### src/rtl/alu_pkg.sv
// Shared ALU control encodings and the multiplier sequencer state type.
package alu_pkg;

    localparam logic [1:0] ALU_ADD = 2'b00;
    localparam logic [1:0] ALU_SUB = 2'b01;
    localparam logic [1:0] ALU_AND = 2'b10;
    localparam logic [1:0] ALU_OR  = 2'b11;

    typedef enum logic [1:0] {
        S_IDLE,
        S_RUN,
        S_DONE
    } mul_state_t;

endpackage

### src/rtl/alu_mul_seq_if.sv
// Start/operand/result handshake between a requester and the multiply sequencer.
interface alu_mul_seq_if #(parameter int N = 4);

    logic             i_start;
    logic [N-1:0]     i_a;
    logic [N-1:0]     i_b;
    logic             o_ready;
    logic             o_busy;
    logic             o_done;
    logic [2*N-1:0]   o_product;
    logic [1:0]       o_alu_ctrl;

    modport master (
        output i_start, i_a, i_b,
        input  o_ready, o_busy, o_done, o_product, o_alu_ctrl
    );

    modport slave (
        input  i_start, i_a, i_b,
        output o_ready, o_busy, o_done, o_product, o_alu_ctrl
    );

endinterface

### src/rtl/alu.sv
// N-bit combinational ALU: add, subtract (carry = no borrow), and, or.
module alu
    import alu_pkg::*;
#(
    parameter int N = 4
) (
    input  logic [N-1:0] i_a,
    input  logic [N-1:0] i_b,
    input  logic [1:0]   i_alu_ctrl,
    output logic [N-1:0] o_result,
    output logic         o_carry
);

    localparam int W = N + 1;

    logic [W-1:0] wide;

    always_comb begin
        wide = '0;
        case (i_alu_ctrl)
            ALU_ADD: wide = {1'b0, i_a} + {1'b0, i_b};
            ALU_SUB: wide = {1'b0, i_a} + {1'b0, ~i_b} + W'(1);
            ALU_AND: wide = {1'b0, i_a & i_b};
            ALU_OR:  wide = {1'b0, i_a | i_b};
            default: wide = '0;
        endcase
    end

    assign o_result = wide[N-1:0];
    assign o_carry  = wide[N];

endmodule

### src/rtl/alu_mul_seq.sv
// Shift-and-add unsigned multiplier that drives the shared ALU with one ADD per multiplier bit.
//   state  | meaning
//   S_IDLE | ready; an i_start captures operands
//   S_RUN  | one add+shift per cycle, N cycles
//   S_DONE | product registered, o_done pulses for one cycle
module alu_mul_seq
    import alu_pkg::*;
#(
    parameter int N = 4
) (
    input  logic          i_clk,
    input  logic          i_reset,
    alu_mul_seq_if.slave  bus
);

    localparam int CNT_W = $clog2(N + 1);
    localparam logic [CNT_W-1:0] LAST = CNT_W'(N - 1);

    mul_state_t       state_q, state_d;
    logic [N-1:0]     a_q, a_d;
    logic [N-1:0]     p_q, p_d;
    logic [N-1:0]     q_q, q_d;
    logic [CNT_W-1:0] cnt_q, cnt_d;
    logic [2*N-1:0]   product_q, product_d;

    logic [N-1:0]     alu_b;
    logic [N-1:0]     sum;
    logic             carry;

    assign alu_b = q_q[0] ? a_q : '0;

    alu #(.N(N)) u_alu (
        .i_a        (p_q),
        .i_b        (alu_b),
        .i_alu_ctrl (ALU_ADD),
        .o_result   (sum),
        .o_carry    (carry)
    );

    always_comb begin
        state_d   = state_q;
        a_d       = a_q;
        p_d       = p_q;
        q_d       = q_q;
        cnt_d     = cnt_q;
        product_d = product_q;
        case (state_q)
            S_IDLE: begin
                if (bus.i_start) begin
                    a_d     = bus.i_a;
                    q_d     = bus.i_b;
                    p_d     = '0;
                    cnt_d   = '0;
                    state_d = S_RUN;
                end
            end
            S_RUN: begin
                // the N+1-bit sum shifts right into {p,q}, so the carry lands in p's MSB
                p_d   = {carry, sum[N-1:1]};
                q_d   = {sum[0], q_q[N-1:1]};
                cnt_d = cnt_q + CNT_W'(1);
                if (cnt_q == LAST) begin
                    product_d = {carry, sum, q_q[N-1:1]};
                    state_d   = S_DONE;
                end
            end
            S_DONE:  state_d = S_IDLE;
            default: state_d = S_IDLE;
        endcase
    end

    always_ff @(posedge i_clk) begin
        if (i_reset) begin
            state_q   <= S_IDLE;
            a_q       <= '0;
            p_q       <= '0;
            q_q       <= '0;
            cnt_q     <= '0;
            product_q <= '0;
        end else begin
            state_q   <= state_d;
            a_q       <= a_d;
            p_q       <= p_d;
            q_q       <= q_d;
            cnt_q     <= cnt_d;
            product_q <= product_d;
        end
    end

    assign bus.o_ready    = (state_q == S_IDLE);
    assign bus.o_busy     = (state_q == S_RUN) || (state_q == S_DONE);
    assign bus.o_done     = (state_q == S_DONE);
    assign bus.o_product  = product_q;
    assign bus.o_alu_ctrl = ALU_ADD;

endmodule
### src/flat_wrapper.sv
// flat-port wrapper written by rule: the top's interface ports become plain ports
module alu_mul_seq_flat import alu_pkg::*;
#(
    parameter int N = 4
)
  (i_clk, i_reset, bus_i_start, bus_i_a, bus_i_b, bus_o_ready, bus_o_busy, bus_o_done, bus_o_product, bus_o_alu_ctrl);
  alu_mul_seq_if #(.N(N)) bus_i ();
  input  logic i_clk;
  input  logic i_reset;
  input wire logic [$bits(bus_i.i_start)-1:0] bus_i_start;
  input wire logic [$bits(bus_i.i_a)-1:0] bus_i_a;
  input wire logic [$bits(bus_i.i_b)-1:0] bus_i_b;
  output wire logic [$bits(bus_i.o_ready)-1:0] bus_o_ready;
  output wire logic [$bits(bus_i.o_busy)-1:0] bus_o_busy;
  output wire logic [$bits(bus_i.o_done)-1:0] bus_o_done;
  output wire logic [$bits(bus_i.o_product)-1:0] bus_o_product;
  output wire logic [$bits(bus_i.o_alu_ctrl)-1:0] bus_o_alu_ctrl;
  assign bus_i.i_start = bus_i_start;
  assign bus_i.i_a = bus_i_a;
  assign bus_i.i_b = bus_i_b;
  assign bus_o_ready = bus_i.o_ready;
  assign bus_o_busy = bus_i.o_busy;
  assign bus_o_done = bus_i.o_done;
  assign bus_o_product = bus_i.o_product;
  assign bus_o_alu_ctrl = bus_i.o_alu_ctrl;
  alu_mul_seq #(.N(N)) u_core (.i_clk(i_clk), .i_reset(i_reset), .bus(bus_i));
endmodule
### config.mk
export PLATFORM = sky130hd
export DESIGN_NAME = alu_mul_seq_flat
export DESIGN_NICKNAME = d
export VERILOG_FILES = /design/src/rtl/alu_pkg.sv /design/src/rtl/alu_mul_seq_if.sv /design/src/rtl/alu.sv /design/src/rtl/alu_mul_seq.sv /design/src/flat_wrapper.sv
export SDC_FILE = /design/constraint.sdc
export NUM_CORES = 1
export LEC_CHECK = 0
export ABC_AREA = 1
export CAP_MARGIN = 0
export CORE_MARGIN = 4
export CORE_UTILIZATION = 30
export DETAILED_ROUTE_END_ITERATION = 6
export PLACE_DENSITY = 0.5
export SYNTH_ARGS = -nofsm -noshare
export SYNTH_HDL_FRONTEND = slang
export SYNTH_HIERARCHICAL = 1
export SYNTH_SLANG_ARGS = --single-unit
### constraint.sdc
create_clock -name i_clk -period 2.25 [get_ports i_clk]
set_input_delay 0.675 -clock i_clk [delete_from_list [all_inputs] [get_ports i_clk]]
set_output_delay 0.675 -clock i_clk [all_outputs]
set_load 0.005 [all_outputs]
# Yosys cells after proc, flatten, opt, wreduce, memory -nomap -nowiden
# Cells that the tools add are included.
[op_classes]
n_addsub = 2
n_eq_ne = 5
muxes = 10
reduce_logical = 7
[op_table]
columns = ["operator", "n"]
rows = [
  ["$pmux 4 s2", 2],
  ["$mux 4", 3],
  ["$reduce_and 2->1", 4],
  ["$pmux 3 s2", 1],
  ["$add 4x4->5", 1],
  ["$mux 2", 2],
  ["$pmux 2 s2", 1],
  ["$add 3x1->3 const B", 1],
  ["$eq 3x2->1 const B", 1],
  ["$mux 3", 1],
  ["$eq 2x1->1 const B", 1],
  ["$eq 2x2->1 const B", 1],
  ["$logic_not 2->1", 1],
  ["$ne 2x1->1 const B", 1],
  ["$ne 2x2->1 const B", 1],
  ["$reduce_bool 2->1", 1],
  ["$logic_or 1x1->1", 1],
]
[totals]
regBits = 25
output_inout_bits = 13

# Depth between registers and ports, before layout
[depth]
word_depth = 3
ltp_mapped = 13

# Hierarchy
# The synthesis kept the hierarchy.
[by_module_without_submodules]
columns = ["mod", "instances", "cells_each", "area_each_um2"]
rows = [
  ["alu_mul_seq", 1, 157, 1143.6],
  ["alu", 1, 77, 483.0],
]

# Worst setup path before layout
# No wires, ideal clock.
[synth_timing]
path_type = "reg2reg"
start = "register u_core.q_q[0]"
end = "register u_core.p_q[3]"
setup_time_ps = 70
arrival_ps = 1620
required_time_ps = 2180
setup_slack_ps = 560
stages_incl_launch_ff = 13
path_cell_list = "dfxtp_1 > nand2_1 > inv_1 > ha_1 > inv_1 > fa_1 > inv_1 > nand2_1 > a21oi_1 > o21ai_0 > nand2_1 > nand3_1 > a21oi_1"
[synth_between]
elab_chain_len = 3
[synth_rtl]
columns = ["element", "line", "rtl"]
rows = [
  ["start, declared", "alu_mul_seq.sv:22", "logic [N-1:0] q_q, q_d;"],
  ["start signal, assigned", "alu_mul_seq.sv:84", "q_q <= q_d;"],
  ["$mux 4", "alu_mul_seq.sv:30", "assign alu_b = q_q[0] ? a_q : '0;"],
  ["net u_core.alu_b[0]", "alu_mul_seq.sv:26", "logic [N-1:0] alu_b;"],
  ["$add 4x4->5", "alu.sv:21", "ALU_ADD: wide = {1'b0, i_a} + {1'b0, i_b};"],
  ["net u_core.carry", "alu_mul_seq.sv:28", "logic carry;"],
  ["$pmux 4 s2", "alu_mul_seq.sv:47", "case (state_q)"],
  ["end signal, assigned", "alu_mul_seq.sv:83", "p_q <= p_d;"],
  ["end, declared", "alu_mul_seq.sv:21", "logic [N-1:0] p_q, p_d;"],
]
# The timed path passes the listed nets, and every way through them passes these cells.
# A chain may end at the register's enable or synchronous reset.

# Worst setup path after layout
[layout_timing]
start = "register u_core.state_q[0]"
end = "output bus_o_busy"
[layout_between]
elab_chain_len = 2
elab_cells_between_ends = 3
[layout_rtl]
columns = ["element", "line", "rtl"]
rows = [
  ["start, declared", "alu_mul_seq.sv:19", "mul_state_t state_q, state_d;"],
  ["start signal, assigned", "alu_mul_seq.sv:81", "state_q <= state_d;"],
  ["$eq 2x1->1 / $eq 2x2->1 (equally long branches)", "alu_mul_seq.sv:91", "assign bus.o_busy = (state_q == S_RUN) || (state_q == S_DONE);"],
  ["$logic_or 1x1->1 (*)", "alu_mul_seq.sv:91", ""],
  ["end, declared", "flat_wrapper.sv:14", "output wire logic [$bits(bus_i.o_busy)-1:0] bus_o_busy;"],
]
# Mark *: on every way between the ends. The rest lies on a longest branch, timed or not.

==> reports/metrics.cfg <==
[status]
outcome=finished, final reports clean

[clock_network]
cts_root_buf=clkbuf_8
tritoncts=done
cts_resized=0
cts.reportedPaths.clkPinSlew_ps=80
clk_latency_ps=260
hold_buffers=0
cts_inserted_buffers=3
htreeDepth=1
cts_sinks=25
postCtsSetupBuffers=0
cts_buffer_depth=2

[cells_and_area]
layout_commonest_cell=nand2_1
syn2layout_area_growth_pct=18.8
fin_area_um2=1930
final_nets=288
diodes=0
drive_above_1_share_pct=4.67
final_cell_mix=nand2_1 (46), nor2_1 (34), inv_1 (33), dfxtp_1 (25), nand3_1 (24)

[yosys]
yosys_register_bits=25
avgSynthCellArea_um2=6.95
ys_warn_count=6
syn_area_um2=1630
syn_inst=234
ys_seq_area_share_pct=30.8
synth_cell_type_count=25

[critical_path]
worst-setup-path-type=reg -> out
crit_fanout=3
r2r_setup_slack_ps=300
critPathCaptureType=primary output
critical_path.reg2reg.endpoint=u_core/bus.o_product[5]
ff2ff_path_depth=11
crit_required_ps=1570
arrival_ps=1460
cp-endpoint=bus_o_busy
timing.rr.start=u_core/q_q[0]
crit_start=u_core/state_q[0]
critPathLaunchType=register

[floorplan]
core_um2=5170
row_count=26
ios=24
initial_core_util_pct=31.4
die_area_um2=6660
die_h_um=81.6
die_w_um=81.6

[pwr]
vdd_drop_max_v=0.000273
pwr-share-seq_pct=52.0
power_per_cell_area_nw_per_um2=473
internal-power_mw=0.661
p_sw_mw=0.252
leakage_nw=0.860
p_clk_share_pct=28.7
pwr-share-comb_pct=19.3
p_sw_share_pct=27.6

[timing]
fin_crit_sh_pct=94.9
slew_violations=0
rsz0062_at_grt=no
fmax_mhz=468
finalSetupTns_ps=0
setup_viol=0
fin_worst_skew_ps=2.71
hold_viol=0
fin_crit_ps=2140

[route]
via_per_inst=4.27
finalWirelength_mm=3.51
wire_per_inst_um=10.7
drt_iter0_drc=70
drc_errors=0
firstDrtPassIters=4
via_count=1396
ant_nets=0

[grt]
globalRouteMet1Util_pct=16.0
grt_pass1_wl_mm=5.87
antenna_found_initial=0
grt_use_met3_pct=3.29
grt_pass1_vias=1208
grt_max_degree=17
track_usage_pct=11.3
busiest_layer=met2
met2_usage_pct=17.1
grt_overflow_total=0

[placement]
place.gp.congestion=0.794
io_buffers=21
dpl.hpwl_mm=2.73
placed_area_um2=1890

[min_path]
hold_path_class=reg -> reg

[job]
drv_cap=0

cell usage after synthesis:
library cell / n / area (µm²)
nand2_1: 46 / 173
nor2_1: 34 / 128
inv_1: 33 / 124
dfxtp_1: 25 / 500
nand3_1: 24 / 120
ha_1: 17 / 213
a21oi_1: 12 / 60.1
o21ai_0: 11 / 55.1
o21ai_1: 5 / 25.0
nand3b_1: 4 / 30.0
buf_2: 3 / 15.0
buf_4: 3 / 22.5
buf_6: 3 / 33.8
fa_1: 2 / 40.0
nand2_4: 2 / 22.5
a21oi_2: 1 / 8.76
clkinv_2: 1 / 5.00
conb_1: 1 / 3.75
inv_2: 1 / 3.75
nand2_2: 1 / 6.26
nor3_1: 1 / 5.00
o2111ai_1: 1 / 8.76
o211ai_1: 1 / 7.51
o21a_1: 1 / 7.51
or2_4: 1 / 8.76
how the worst min path moves through the flow:
stage | slack (ps) | cells after the start | from | to
after floorplan | 450 | 2 | u_core/a_q[0] | u_core/a_q[0]
after detailed placement | 470 | 2 | u_core/bus.o_product[6] | u_core/bus.o_product[6]
after global routing | 500 | 2 | u_core/bus.o_product[6] | u_core/bus.o_product[6]
after CTS | 480 | 2 | u_core/bus.o_product[6] | u_core/bus.o_product[6]
final | 480 | 2 | u_core/bus.o_product[6] | u_core/bus.o_product[6]
after global placement | 460 | 2 | u_core/bus.o_product[1] | u_core/bus.o_product[1]
sequential cells by signal, summed over array words and instances, names as in the netlist:
signal / count
u_core/state_q: 2
u_core/bus.o_product: 8
u_core/p_q: 4
u_core/a_q: 4
u_core/cnt_q: 3
u_core/q_q: 4
layout make-up:
cell class	count	area [µm²]
Inverter	35	133
Sequential cell	25	500
Tap cell	70	87.6
Multi-Input combinational cell	170	941
Fill cell	567	3240
Clock buffer	4	45.0
Timing Repair Buffer	23	225
layer usage:
layer  part of all wire, %  routed length (µm)  vias up
li1                      -                   -      776
met1                    52                1840      598
met2                    43                1520       20
met3                   4.0                 142        2
met4                  0.20                   7        0
met5                     0                   0        -
through the flow:
stage | power (mW) | hold slack (ps) | worst slack, ps | util, % | std cells
finish | 0.913 | 480 | 115 | 37.3 | 327
CTS | 0.925 | 483 | 95.7 | 37.3 | 327
detailed placement | 0.659 | 467 | 308 | 36.5 | 323
floorplan | 0.613 | 455 | 560 | - | 239
global placement | 0.660 | 463 | 324 | 36.5 | 323
global route | 0.979 | 495 | 18.9 | 37.3 | 327
power by group through the flow:
| stage | clock network [mW] | logic [mW] | registers (mW) |
|---|---|---|---|
| after floorplan | 0 | 0.133 | 0.481 |
| after global placement | 0 | 0.175 | 0.485 |
| after detailed placement | 0 | 0.174 | 0.486 |
| after CTS | 0.276 | 0.174 | 0.475 |
| after global routing | 0.300 | 0.202 | 0.477 |
| final | 0.262 | 0.176 | 0.475 |
kinds of logic (layout without fill, tap and decap cells):
family,Yosys count,count (layout),share of synthesized area (%)
compound gates,32,32,10.6
fa+ha+maj,19,19,15.5
buf+inv,44,62,12.5
flops,25,25,30.8
other cells,1,6,0.231
simple gates,113,113,30.3
critical path: stages (launching register included):
cell and delay (ps):
dfxtp_1 360, inv_1 70, ha_1 270, clkdlybuf4s50_1 490
Power figures use the tool's default switching activity.
